--- src/rtl/servant_mux_n.sv ---
// servant_mux_n: Wishbone address decoder and response multiplexer between the
// SERV CPU bus and NS peripheral slots. The top SEL_W address bits pick the
// slot. Native-ack slots may insert wait states and are guarded by a timeout.
// Legacy slots are acked automatically after one BUSY cycle. Unmapped slots
// and timeouts return an error response and update a sticky error register.
module servant_mux_n #(
  parameter int              NS         = 6,
  parameter int              SEL_W      = 3,
  parameter logic [NS-1:0]   NATIVE_ACK = 6'b110000,
  parameter int              TIMEOUT    = 255
) (
  input  logic              i_clk,
  input  logic              i_rst,
  input  logic [31:0]       i_wb_cpu_adr,
  input  logic [31:0]       i_wb_cpu_dat,
  input  logic [3:0]        i_wb_cpu_sel,
  input  logic              i_wb_cpu_we,
  input  logic              i_wb_cpu_cyc,
  output logic [31:0]       o_wb_cpu_rdt,
  output logic              o_wb_cpu_ack,
  input  logic              i_err_clr,
  output logic              o_err,
  output logic [31:0]       o_err_adr,
  output logic [31:0]       o_wb_s_adr,
  output logic [31:0]       o_wb_s_dat,
  output logic [3:0]        o_wb_s_sel,
  output logic              o_wb_s_we,
  output logic [NS-1:0]     o_wb_s_cyc,
  input  logic [NS*32-1:0]  i_wb_s_rdt,
  input  logic [NS-1:0]     i_wb_s_ack
);

  localparam int          NSLOT   = 2 ** SEL_W;
  localparam logic [15:0] TO_LAST = 16'(TIMEOUT - 1);

  typedef enum logic [1:0] {
    IDLE = 2'd0,
    BUSY = 2'd1,
    DONE = 2'd2
  } state_t;

  state_t           state_q, state_d;
  logic [SEL_W-1:0] slot_q, slot_d;
  logic [15:0]      cnt_q, cnt_d;
  logic [31:0]      rdt_q, rdt_d;
  logic             err_q, err_d;
  logic [31:0]      err_adr_q, err_adr_d;
  logic             err_set;

  // Per-slot views padded out to the full decode range, so that the slot
  // index can address every position and unmapped ones read as "absent".
  logic [31:0]      slot_rdt [NSLOT];
  logic [NSLOT-1:0] slot_ack;
  logic [NSLOT-1:0] slot_native;
  logic [NSLOT-1:0] slot_mapped;

  genvar gi;
  generate
    for (gi = 0; gi < NSLOT; gi++) begin : g_slot
      if (gi < NS) begin : g_map
        assign slot_rdt[gi]    = i_wb_s_rdt[32*gi +: 32];
        assign slot_ack[gi]    = i_wb_s_ack[gi];
        assign slot_native[gi] = NATIVE_ACK[gi];
        assign slot_mapped[gi] = 1'b1;
        // Slave cyc follows the CPU cyc combinationally so an abort is seen
        // by the slave in the same cycle.
        assign o_wb_s_cyc[gi]  = (state_q == BUSY) && (slot_q == SEL_W'(gi)) && i_wb_cpu_cyc;
      end else begin : g_unmap
        assign slot_rdt[gi]    = 32'h0;
        assign slot_ack[gi]    = 1'b0;
        assign slot_native[gi] = 1'b0;
        assign slot_mapped[gi] = 1'b0;
      end
    end
  endgenerate

  assign o_wb_s_adr   = i_wb_cpu_adr;
  assign o_wb_s_dat   = i_wb_cpu_dat;
  assign o_wb_s_sel   = i_wb_cpu_sel;
  assign o_wb_s_we    = i_wb_cpu_we;
  assign o_wb_cpu_ack = (state_q == DONE);
  assign o_wb_cpu_rdt = rdt_q;
  assign o_err        = err_q;
  assign o_err_adr    = err_adr_q;

  // Next-state logic: decode, wait for ack or timeout, then one ack cycle.
  always_comb begin
    state_d = state_q;
    slot_d  = slot_q;
    cnt_d   = cnt_q;
    rdt_d   = rdt_q;
    err_set = 1'b0;
    case (state_q)
      IDLE: begin
        if (i_wb_cpu_cyc) begin
          slot_d  = i_wb_cpu_adr[31 -: SEL_W];
          cnt_d   = 16'h0;
          state_d = BUSY;
        end
      end
      BUSY: begin
        if (!i_wb_cpu_cyc) begin
          state_d = IDLE;
        end else if (!slot_mapped[slot_q]) begin
          rdt_d   = 32'h0;
          err_set = 1'b1;
          state_d = DONE;
        end else if (!slot_native[slot_q]) begin
          rdt_d   = slot_rdt[slot_q];
          state_d = DONE;
        end else if (slot_ack[slot_q]) begin
          rdt_d   = slot_rdt[slot_q];
          state_d = DONE;
        end else if (cnt_q == TO_LAST) begin
          rdt_d   = 32'hDEAD_BEEF;
          err_set = 1'b1;
          state_d = DONE;
        end else begin
          cnt_d = cnt_q + 16'h1;
        end
      end
      DONE: begin
        state_d = IDLE;
      end
      default: begin
        state_d = IDLE;
      end
    endcase
  end

  // Sticky error: a new error beats a simultaneous clear, and the address is
  // recaptured whenever this error is the first one since the last clear.
  always_comb begin
    err_d     = err_q;
    err_adr_d = err_adr_q;
    if (err_set) begin
      err_d = 1'b1;
      if (!err_q || i_err_clr) begin
        err_adr_d = i_wb_cpu_adr;
      end
    end else if (i_err_clr) begin
      err_d = 1'b0;
    end
  end

  // State and datapath registers with synchronous reset.
  always_ff @(posedge i_clk) begin
    if (i_rst) begin
      state_q   <= IDLE;
      slot_q    <= '0;
      cnt_q     <= 16'h0;
      rdt_q     <= 32'h0;
      err_q     <= 1'b0;
      err_adr_q <= 32'h0;
    end else begin
      state_q   <= state_d;
      slot_q    <= slot_d;
      cnt_q     <= cnt_d;
      rdt_q     <= rdt_d;
      err_q     <= err_d;
      err_adr_q <= err_adr_d;
    end
  end

endmodule

--- config.mk ---
export PLATFORM = sky130hd
export DESIGN_NAME = servant_mux_n
export DESIGN_NICKNAME = d
export VERILOG_FILES = /design/src/rtl/servant_mux_n.sv
export SDC_FILE = /design/constraint.sdc
export NUM_CORES = 1
export LEC_CHECK = 0
export ABC_CLOCK_PERIOD_IN_PS = 2490
export BUFFER_PORTS_ARGS = -buffer_cell sky130_fd_sc_hd__buf_2
export CAP_MARGIN = 30
export CELL_PAD_IN_SITES_DETAIL_PLACEMENT = 0
export CELL_PAD_IN_SITES_GLOBAL_PLACEMENT = 1
export CORE_MARGIN = 10
export CORE_UTILIZATION = 26
export DETAILED_ROUTE_END_ITERATION = 7
export PLACE_DENSITY = 0.81
export SLEW_MARGIN = 15
export SYNTH_ARGS = -nofsm -noshare
export SYNTH_HDL_FRONTEND = slang
export SYNTH_SLANG_ARGS = --single-unit
export TNS_END_PERCENT = 1
--- constraint.sdc ---
create_clock -name i_clk -period 2.49 [get_ports i_clk]
set_clock_uncertainty 0.1 [all_clocks]
set_input_delay 0.747 -clock i_clk [delete_from_list [all_inputs] [get_ports i_clk]]
set_output_delay 0.747 -clock i_clk [all_outputs]
set_load 0.01 [all_outputs]
==> reports/qor.csv <==
metric,value,unit
status,finished with violations,
violations,negative setup slack,
grt_use_total,15.6,%
cts.path.max_buffers,2,
met2_usage,26.4,%
routed_wl,23000,um
yosysMostFrequentCell,dfxtp_1,
yosys.area.top_type,dfxtp_1,
ir_drop,0.000372,V
worst-path-buf-inv,2,
antenna_found_initial,1,
power.leakage,0.00335,uW
ys_async_sr_fraction,0,%
final_antenna_net_count,0,
grt_pass1_wl,34800,um
postSynthCellCount,606,
synthToLayoutAreaGrowth,37.0,%
start_util,26.5,%
fp.coreArea,21100,um2
cts_setup_buffers,0,
fin_nets,1141,
grt_busiest_layer,met2,
synthesis.area,5600,um2
slew-limit-headroom,71.8,%
setup_viol,5,
holdWs,0.372,ns
die_y,167,um
pre_cts_ws,-0.375,ns
layout.cells.non_filler,1148,
post-route-period-util,100,%
dp.cells,1132,
yosysUniqueCellTypes,39,
drv_cap,0,
grt_overflow,0,
avgSynthCellArea,9.24,um2
grt_pass1_vias,5996,
drv_slew,0,
cts.htree.levels,3,
cellPowerDensity,482,nW/um2
synth_edf_count,0,
drive_above_1_share,50.3,%
dr_total_vias,5707,
crit_path_end_kind,register,
dieArea,27800,um2
fin_total_pwr,3690,uW
met1_usage,18.3,%
synth_nets,879,
path_cells,buf_2 -> mux4_2 -> nor2b_4 -> o41a_1 -> buf_4 -> or4_1 -> a21oi_2,
clk_pin_slew,0.06,ns
cp-start-kind,input pin,
io_buffers,337,
multi_input_area,3110,um2
ys_seq_area_share,31.5,%
path_class,input pin to register,
yosys.area.top_type_share,31.5,%
max_freq,400,MHz
clock-sinks,88,
drt_first_pass_iters,4,
grt_max_degree,56,
synth.area.top_cells,"dfxtp_1, mux4_2, buf_4",
avgViaCountPerCell,4.97,
crit_fanout,10,
rsz0062_at_grt,true,
fill_cells,2209,
tns,-0.0186,ns
timing.critical_path.required,2.66,ns
max_stage_delay,0.48,ns
synth-main-ff-cell,dfxtp_1,
yosys_warnings,0,
cts_buffers,9,
critPathTopFamily,simple AND/OR/NAND/NOR gates,
synth_commonest_cells,"dfxtp_1, buf_4, a21oi_1, clkbuf_1, mux2i_1",
ys_ff_latch,88,
cts-root-buf,clkbuf_16,
wire_per_inst,20.0,um
dp_hpwl,18800,um
slowest_stage,mux4_2,
seqCellArea,1770,um2
critPathArrivalTime,2.67,ns
hold_path_class,register to register,
met3_usage,5.37,%
worst_pin_slew,0.423,ns
io_pins,412,
cts_tree,done,
routabilityCongestion,0.887,
clk_latency,0.34,ns
setup_ws,-0.00885,ns
first_iter_violations,268,
num_rows,53,
drcViolationCount,0,
final.min_clock_period,2.50,ns
hold_viol,0,
dieWidth,167,um
## placed cells by master, fill, tap and decap left out, types with 9 or more instances in the layout
| cell | instances |
|---|---|
| buf_2 | 337 |
| dfxtp_1 | 85 |
| mux2i_1 | 40 |
| a21oi_1 | 40 |
| nand3_1 | 37 |
| o21ai_0 | 35 |
| mux4_2 | 33 |
| a22o_1 | 32 |
| nand2b_1 | 28 |
| o211ai_1 | 25 |
| buf_4 | 25 |
| nand2_1 | 18 |
| inv_1 | 13 |
| nor2_1 | 11 |
| buf_12 | 11 |
| clkbuf_16 | 9 |
## where the power goes
group	internal [uW]	switching (uW)
Clock	868	569
Combinational	419	383
Sequential	1440	20.6
Total	2720	973
## area by class of cell
| cell class | count | area share [%] |
|---|---|---|
| Sequential cell | 88 | 23.1 |
| Timing Repair Buffer | 373 | 27.3 |
| Clock inverter | 4 | 0.946 |
| Multi-Input combinational cell | 383 | 40.5 |
| Inverter | 13 | 0.636 |
| Clock buffer | 10 | 2.99 |
| Tap cell | 275 | 4.49 |
| Antenna cell | 2 | 0.0653 |
## stage by stage
step | util (%) | area, um2
floorplan | - | 5620
global placement | 34.7 | 7330
detailed placement | 34.7 | 7330
CTS | 36.2 | 7630
global route | 36.3 | 7660
finish | 36.4 | 7670
## repair_timing
action	CTS	global route
hold buffers	0	0
resized for setup	1	8
pin swaps	2	1
setup endpoints to repair	4	12
## routing by layer
layer | vias to the layer above | routed length, um | share of wire [%]
li1 | 2723 | - | -
met1 | 2671 | 9610 | 42
met2 | 287 | 11000 | 48
met3 | 26 | 1960 | 8.5
met4 | 0 | 369 | 1.6
met5 | - | 0 | 0
## flip-flops by register name (all words and copies together), names as in the netlist, named ones only
| name | flops |
|---|---|
| o_err | 1 |
| o_wb_cpu_rdt | 32 |
| slot_q | 3 |
| state_q | 2 |
| cnt_q | 16 |
| o_err_adr | 32 |
## worst register-to-register path, cell delays in order, from the launching register on
cell	delay, ns
dfxtp_4	0.38
mux4_2	0.53
nor2b_4	0.16
o41a_1	0.35
buf_4	0.19
or4_1	0.48
a21oi_2	0.14
## logic make-up after synthesis
logic type	share of synthesized area (%)
AOI/OAI and AO/OA	19.0
muxes	20.4
and+or+nand+nor	14.5
buffers and inverters	14.2
adders and majority gates	0.447
DFF	31.5
## worst paths after layout
check        slack, ns             from         endpoint  cells past startpoint
max             -0.009    i_wb_s_ack[2]         cnt_q[3]                      7
min               0.37  o_wb_cpu_rdt[3]  o_wb_cpu_rdt[3]                      1
max reg2reg       0.10        slot_q[0]         cnt_q[3]                      6
min reg2reg       0.37  o_wb_cpu_rdt[3]  o_wb_cpu_rdt[3]                      1
No activity file was read; power rests on OpenSTA's default activity.
